[src/rtl/piso_serializer_if.sv]
// ---------------------------------------------------------------------------
// piso_serializer_if
// Purpose : Bundles the load handshake, shift enable and serial-side outputs
//           of the parallel-in / serial-out transmitter.
// Signals :
//   DIN        - parallel word offered by the producer
//   LOAD_VALID - producer holds DIN stable until LOAD_READY accepts it
//   LOAD_READY - transmitter can take a word this cycle (combinational)
//   EN         - shift enable; low stalls the serial stream
//   SO         - serial data bit
//   SO_VALID   - SO carries a real bit
//   SO_LAST    - SO carries the final bit of the current word
//   DONE       - one-cycle pulse after a word's final bit is consumed
//   BUSY       - transmitter is shifting a word
// Modports: master = producer/link side, slave = the serializer itself.
// ---------------------------------------------------------------------------
interface piso_serializer_if #(
  parameter int WIDTH = 8
);
  logic [WIDTH-1:0] DIN;
  logic             LOAD_VALID;
  logic             LOAD_READY;
  logic             EN;
  logic             SO;
  logic             SO_VALID;
  logic             SO_LAST;
  logic             DONE;
  logic             BUSY;

  modport master (
    output DIN, LOAD_VALID, EN,
    input  LOAD_READY, SO, SO_VALID, SO_LAST, DONE, BUSY
  );

  modport slave (
    input  DIN, LOAD_VALID, EN,
    output LOAD_READY, SO, SO_VALID, SO_LAST, DONE, BUSY
  );
endinterface

[src/rtl/piso_serializer.sv]
// ---------------------------------------------------------------------------
// piso_serializer
// Purpose : Parallel-in, serial-out transmitter. A WIDTH-bit word is taken
//           through a valid/ready handshake and shifted out one bit per
//           enabled clock, with SO_VALID / SO_LAST framing and a DONE pulse
//           after the last bit. A new word can be accepted on the edge that
//           consumes the final bit, giving gap-free back-to-back frames.
// Ports   :
//   CLK   - clock, rising edge active
//   RST_N - asynchronous active-low reset; aborts any word in flight
//   bus   - piso_serializer_if slave modport (handshake, EN, serial outputs)
// Parameters:
//   WIDTH     - word length in bits (>= 2)
//   MSB_FIRST - 1: bit WIDTH-1 leaves first, 0: bit 0 leaves first
// ---------------------------------------------------------------------------
module piso_serializer #(
  parameter int WIDTH     = 8,
  parameter bit MSB_FIRST = 1'b1
) (
  input  logic               CLK,
  input  logic               RST_N,
  piso_serializer_if.slave   bus
);

  localparam int             CW       = $clog2(WIDTH);
  localparam logic [CW-1:0]  CNT_LOAD = CW'(WIDTH - 1);

  typedef enum logic {
    IDLE  = 1'b0,
    SHIFT = 1'b1
  } state_t;

  state_t           state_q, state_d;
  logic [WIDTH-1:0] shreg_q, shreg_d;
  logic [CW-1:0]    cnt_q,   cnt_d;
  logic             done_q,  done_d;

  logic             last_bit;
  logic             load_ready;
  logic             accept;
  logic             out_bit;
  logic [WIDTH-1:0] shifted;

  // The counter holds the number of bits still to go after the one on SO,
  // so zero means SO currently shows the final bit of the word.
  assign last_bit   = (state_q == SHIFT) && (cnt_q == '0);
  assign load_ready = (state_q == IDLE) || (last_bit && bus.EN);
  assign accept     = bus.LOAD_VALID && load_ready;

  // Shift direction and output tap are fixed by MSB_FIRST; zeros fill in
  // from the far end so the register drains to zero by the end of a word.
  generate
    if (MSB_FIRST) begin : g_msb_first
      assign shifted = {shreg_q[WIDTH-2:0], 1'b0};
      assign out_bit = shreg_q[WIDTH-1];
    end else begin : g_lsb_first
      assign shifted = {1'b0, shreg_q[WIDTH-1:1]};
      assign out_bit = shreg_q[0];
    end
  endgenerate

  // Next-state logic: load on accept, shift on each enabled cycle, and on
  // the final enabled bit either reload (back-to-back) or return to IDLE.
  always_comb begin
    state_d = state_q;
    shreg_d = shreg_q;
    cnt_d   = cnt_q;
    done_d  = 1'b0;
    unique case (state_q)
      IDLE: begin
        if (accept) begin
          shreg_d = bus.DIN;
          cnt_d   = CNT_LOAD;
          state_d = SHIFT;
        end
      end
      SHIFT: begin
        if (bus.EN) begin
          if (cnt_q == '0) begin
            done_d = 1'b1;
            if (accept) begin
              shreg_d = bus.DIN;
              cnt_d   = CNT_LOAD;
            end else begin
              shreg_d = shifted;
              state_d = IDLE;
            end
          end else begin
            shreg_d = shifted;
            cnt_d   = cnt_q - CW'(1);
          end
        end
      end
      default: begin
        state_d = IDLE;
      end
    endcase
  end

  // State registers; reset discards any partially sent word without DONE.
  always_ff @(posedge CLK or negedge RST_N) begin
    if (!RST_N) begin
      state_q <= IDLE;
      shreg_q <= '0;
      cnt_q   <= '0;
      done_q  <= 1'b0;
    end else begin
      state_q <= state_d;
      shreg_q <= shreg_d;
      cnt_q   <= cnt_d;
      done_q  <= done_d;
    end
  end

  assign bus.LOAD_READY = load_ready;
  assign bus.SO         = (state_q == SHIFT) ? out_bit : 1'b0;
  assign bus.SO_VALID   = (state_q == SHIFT);
  assign bus.SO_LAST    = last_bit;
  assign bus.DONE       = done_q;
  assign bus.BUSY       = (state_q == SHIFT);

endmodule
[src/flat_wrapper.sv]
// flat-port wrapper written by rule: the top's interface ports become plain ports
module piso_serializer_flat 
#(
  parameter int WIDTH     = 8,
  parameter bit MSB_FIRST = 1'b1
)
  (CLK, RST_N, bus_DIN, bus_LOAD_VALID, bus_EN, bus_LOAD_READY, bus_SO, bus_SO_VALID, bus_SO_LAST, bus_DONE, bus_BUSY);
  piso_serializer_if #(.WIDTH(WIDTH)) bus_i ();
  input  logic CLK;
  input  logic RST_N;
  input wire logic [$bits(bus_i.DIN)-1:0] bus_DIN;
  input wire logic [$bits(bus_i.LOAD_VALID)-1:0] bus_LOAD_VALID;
  input wire logic [$bits(bus_i.EN)-1:0] bus_EN;
  output wire logic [$bits(bus_i.LOAD_READY)-1:0] bus_LOAD_READY;
  output wire logic [$bits(bus_i.SO)-1:0] bus_SO;
  output wire logic [$bits(bus_i.SO_VALID)-1:0] bus_SO_VALID;
  output wire logic [$bits(bus_i.SO_LAST)-1:0] bus_SO_LAST;
  output wire logic [$bits(bus_i.DONE)-1:0] bus_DONE;
  output wire logic [$bits(bus_i.BUSY)-1:0] bus_BUSY;
  assign bus_i.DIN = bus_DIN;
  assign bus_i.LOAD_VALID = bus_LOAD_VALID;
  assign bus_i.EN = bus_EN;
  assign bus_LOAD_READY = bus_i.LOAD_READY;
  assign bus_SO = bus_i.SO;
  assign bus_SO_VALID = bus_i.SO_VALID;
  assign bus_SO_LAST = bus_i.SO_LAST;
  assign bus_DONE = bus_i.DONE;
  assign bus_BUSY = bus_i.BUSY;
  piso_serializer #(.WIDTH(WIDTH), .MSB_FIRST(MSB_FIRST)) u_core (.CLK(CLK), .RST_N(RST_N), .bus(bus_i));
endmodule
[config.mk]
export PLATFORM = sky130hd
export DESIGN_NAME = piso_serializer_flat
export DESIGN_NICKNAME = d
export VERILOG_FILES = /design/src/rtl/piso_serializer_if.sv /design/src/rtl/piso_serializer.sv /design/src/flat_wrapper.sv
export SDC_FILE = /design/constraint.sdc
export NUM_CORES = 1
export LEC_CHECK = 0
export CORE_UTILIZATION = 37
export DETAILED_ROUTE_END_ITERATION = 7
export HOLD_SLACK_MARGIN = 0.02
export PLACE_DENSITY = 0.66
export REMOVE_ABC_BUFFERS = 1
export SYNTH_ARGS = -nofsm -noshare
export SYNTH_HDL_FRONTEND = slang
export SYNTH_SLANG_ARGS = --single-unit
[constraint.sdc]
create_clock -name CLK -period 1.66 [get_ports CLK]
set_input_delay 0.332 -clock CLK [delete_from_list [all_inputs] [get_ports CLK]]
set_output_delay 0.332 -clock CLK [all_outputs]
set_load 0.01 [all_outputs]
==> impl_metrics.env <==
export IMPL_status="complete, no violations"
export IMPL_critPathCaptureType="primary output"
export IMPL_grt_pass1_vias=573
export IMPL_worst_slew_pin_slew_ps=220
export IMPL_ys_types=21
export IMPL_drc=0
export IMPL_gp_congestion=0.693
export IMPL_via_per_inst=4.64
export IMPL_wirelength_um=1460
export IMPL_antennaDiodeCount=0
export IMPL_antenna_found_initial=0
export IMPL_synthXorXnorAreaFrac_pct=0
export IMPL_slew_violations=0
export IMPL_hold_violations=0
export IMPL_synthMuxAreaShare_pct=10.1
export IMPL_layout_setup_ws_ps=23.1
export IMPL_hold_buffers=0
export IMPL_grt_usage_pct=17.2
export IMPL_power_leakage_nw=0.458
export IMPL_ys_seq_area_share_pct=46.7
export IMPL_maxCapViolCount=0
export IMPL_synth_compound_area_share_pct=21.2
export IMPL_insertion_delay_ps=280
export IMPL_yosys_warnings=0
export IMPL_cp_arrival_ps=1300
export IMPL_preCtsSetupSlack_ps=-367
export IMPL_synthFlopType="dfrtp_1"
export IMPL_cts_buffer_depth=2
export IMPL_grt_pass1_wl_um=2490
export IMPL_port_buffers=17
export IMPL_clk_pin_slew_worst_paths_ps=80
export IMPL_max_stage_delay_ps=390
export IMPL_power_frac_clock_pct=15.1
export IMPL_grt_max_degree=17
export IMPL_finalSetupViolations=0
export IMPL_synth_fa_ha_area_share_pct=3.59
export IMPL_grt_overflow=0
export IMPL_yosysMostFrequentCell="dfrtp_1"
export IMPL_cts_max_level=1
export IMPL_synthTopCellsByArea="dfrtp_1, mux2i_1, a21oi_2"
export IMPL_p_total_mw=1.30
export IMPL_p_sw_share_pct=33.1
export IMPL_fin_crit_sh_pct=98.6
export IMPL_crit_family="flip-flops"
export IMPL_combPwrFrac_pct=47.4
export IMPL_cts_buffers=3
export IMPL_crit_required_ps=1330
export IMPL_antenna_left=0
export IMPL_yosysTopAreaCellShare_pct=46.7
export IMPL_slew_headroom_pct=85.3
export IMPL_nets=118
export IMPL_fill_cells=149
export IMPL_powerDensity_nw_per_um2=1180
export IMPL_vias=594
export IMPL_syn_area_per_cell_sq_um=10.2
export IMPL_seqPwrFrac_pct=37.6
export IMPL_dp_hpwl_um=1040
export IMPL_die_area_sq_um=2060
export IMPL_ys_top_cells_by_count="dfrtp_1, nor2_1, a21oi_2, mux2i_1"
export IMPL_synthArstFlopShare_pct=100
export IMPL_syn2layout_area_growth_pct=57.3
export IMPL_finClkSkew_ps=4.77
export IMPL_syn_inst=68
export IMPL_path_buf_inv=2
export IMPL_fp_dieH_um=45.4
export IMPL_drt_initial_drc_count=0
export IMPL_p_int_mw=0.867
export IMPL_tns_ps=0
export IMPL_mappedNetlistArea_sq_um=697
export IMPL_routedWlPerCell_um=11.4
export IMPL_synth_edff_count=0
export IMPL_design_core_area_sq_um=1750
export IMPL_yosysTopAreaCell="dfrtp_1"
export IMPL_first_pass_iters=1
export IMPL_die_w_um=45.4
export IMPL_synth_seq_cells=13
export IMPL_crit_fanout=4
export IMPL_synth_top_family_by_area="compound AO/OA/AOI/OAI gates"
export IMPL_peakVddDrop_uv=846
export IMPL_cp_cell_sequence="inv_2 -> ha_4 -> nor2b_4 -> and2_1 -> buf_2"
export IMPL_crit_slowest_cell="dfrtp_1"
export IMPL_drive_gt1_share_pct=42.7
export IMPL_clockRootBuffer="clkbuf_4"
export IMPL_dp_cells=119
export IMPL_synth_simple_area_share_pct=12.4
export IMPL_max_freq_ghz=0.611
export IMPL_path_class="flop to primary output"
export IMPL_cts_tree="yes"
export IMPL_rsz0062_at_grt="yes"
export IMPL_start_kind="flop"
export IMPL_rows=15
export IMPL_start_util_pct=39.9
export IMPL_stdcell_count=128
export IMPL_min_period_ps=1640
export IMPL_pin_count=18
export IMPL_p_switching_mw=0.429
export IMPL_clock_sinks=13
export IMPL_hold_path_class="primary input to async pin"
[metrics by stage]
step | util (%) | hold WS (ps) | area (sq um)
3_5_place_dp | 56.2 | 503 | 981
3_3_place_gp | 56.2 | 498 | 981
2_1_floorplan | - | 36.4 | 677
4_1_cts | 59.9 | 341 | 1050
5_1_grt | 62.8 | 370 | 1100
6_report | 62.8 | 347 | 1100
[kinds of logic (layout without fill, tap and decap cells)]
| logic type | count (synthesis) | after routing |
|---|---|---|
| mux | 7 | 7 |
| compound gates | 19 | 19 |
| simple gates | 18 | 18 |
| flops | 13 | 13 |
| buf+inv | 9 | 44 |
| fa+ha+maj | 2 | 2 |
[state kept, by name (all words and copies together), names as in the netlist]
register,cells
u_core.shreg_q,8
u_core.cnt_q,3
u_core.bus.BUSY,1
u_core.bus.DONE,1
[routing by layer]
layer  routed length (um)  track usage, %  vias up
li1                     -               -      299
met1                  607            20.2      276
met2                  761            29.1       13
met3                   49            5.16        6
met4                   45            6.67        0
met5                    0               0        -
[power by group through the flow]
stage	Sequential, mW	Clock, mW	Combinational, mW
final	0.487	0.195	0.614
after global placement	0.474	0	0.497
after CTS	0.484	0.208	0.564
after floorplan	0.471	0	0.298
after detailed placement	0.478	0	0.509
after global routing	0.500	0.223	0.674
[final timing paths]
check | depth (start not counted) | endpoint | start | slack [ps]
worst max-delay path | 5 | bus_SO_LAST | u_core.cnt_q[1]$_DFFE_PN0P_ | 20
worst min-delay path | 2 | u_core.cnt_q[0]$_DFFE_PN0P_ | RST_N | 350
worst max register to register | 8 | u_core.shreg_q[1]$_DFFE_PN0P_ | u_core.cnt_q[1]$_DFFE_PN0P_ | 30
worst min register to register | 2 | u_core.shreg_q[7]$_DFFE_PN0P_ | u_core.shreg_q[7]$_DFFE_PN0P_ | 520
max in group asynchronous | 2 | u_core.bus.BUSY$_DFF_PN0_ | RST_N | 1130
min in group CLK | 2 | u_core.shreg_q[7]$_DFFE_PN0P_ | u_core.shreg_q[7]$_DFFE_PN0P_ | 520
[cell type report]
cell class / count / area, sq um / share of cell area [%]
Timing Repair Buffer: 34 / 303 / 27.6
Clock buffer: 3 / 22.5 / 2.05
Sequential cell: 13 / 327 / 29.8
Clock inverter: 1 / 5.00 / 0.457
Inverter: 6 / 22.5 / 2.05
Tap cell: 25 / 31.3 / 2.85
Multi-Input combinational cell: 46 / 385 / 35.2
[cells in the final DEF (no fill, tap or decap), types with 2 or more instances in the layout]
master | netlist | final
a21oi_1 | 4 | 4
o21ai_1 | 2 | 2
nand2_1 | 4 | 4
buf_2 | 1 | 2
dfrtp_1 | 13 | 12
and2_1 | 2 | 2
buf_4 | 2 | 15
mux2i_1 | 7 | 3
clkdlybuf4s50_1 | 0 | 14
a21oi_2 | 7 | 7
nor2_1 | 9 | 9
inv_1 | 4 | 2
mux2i_4 | 0 | 2
mux2i_2 | 0 | 2
inv_2 | 2 | 4
clkbuf_4 | 0 | 3
[timing repair]
item / CTS / global route
resized for setup: 19 / 6
endpoints found under the hold margin: 0 / 0
pin swaps: 1 / 1
buffers inserted: 2 / 3
setup endpoints to repair: 12 / 10
Note: power is estimated with default switching activity, not from simulation.
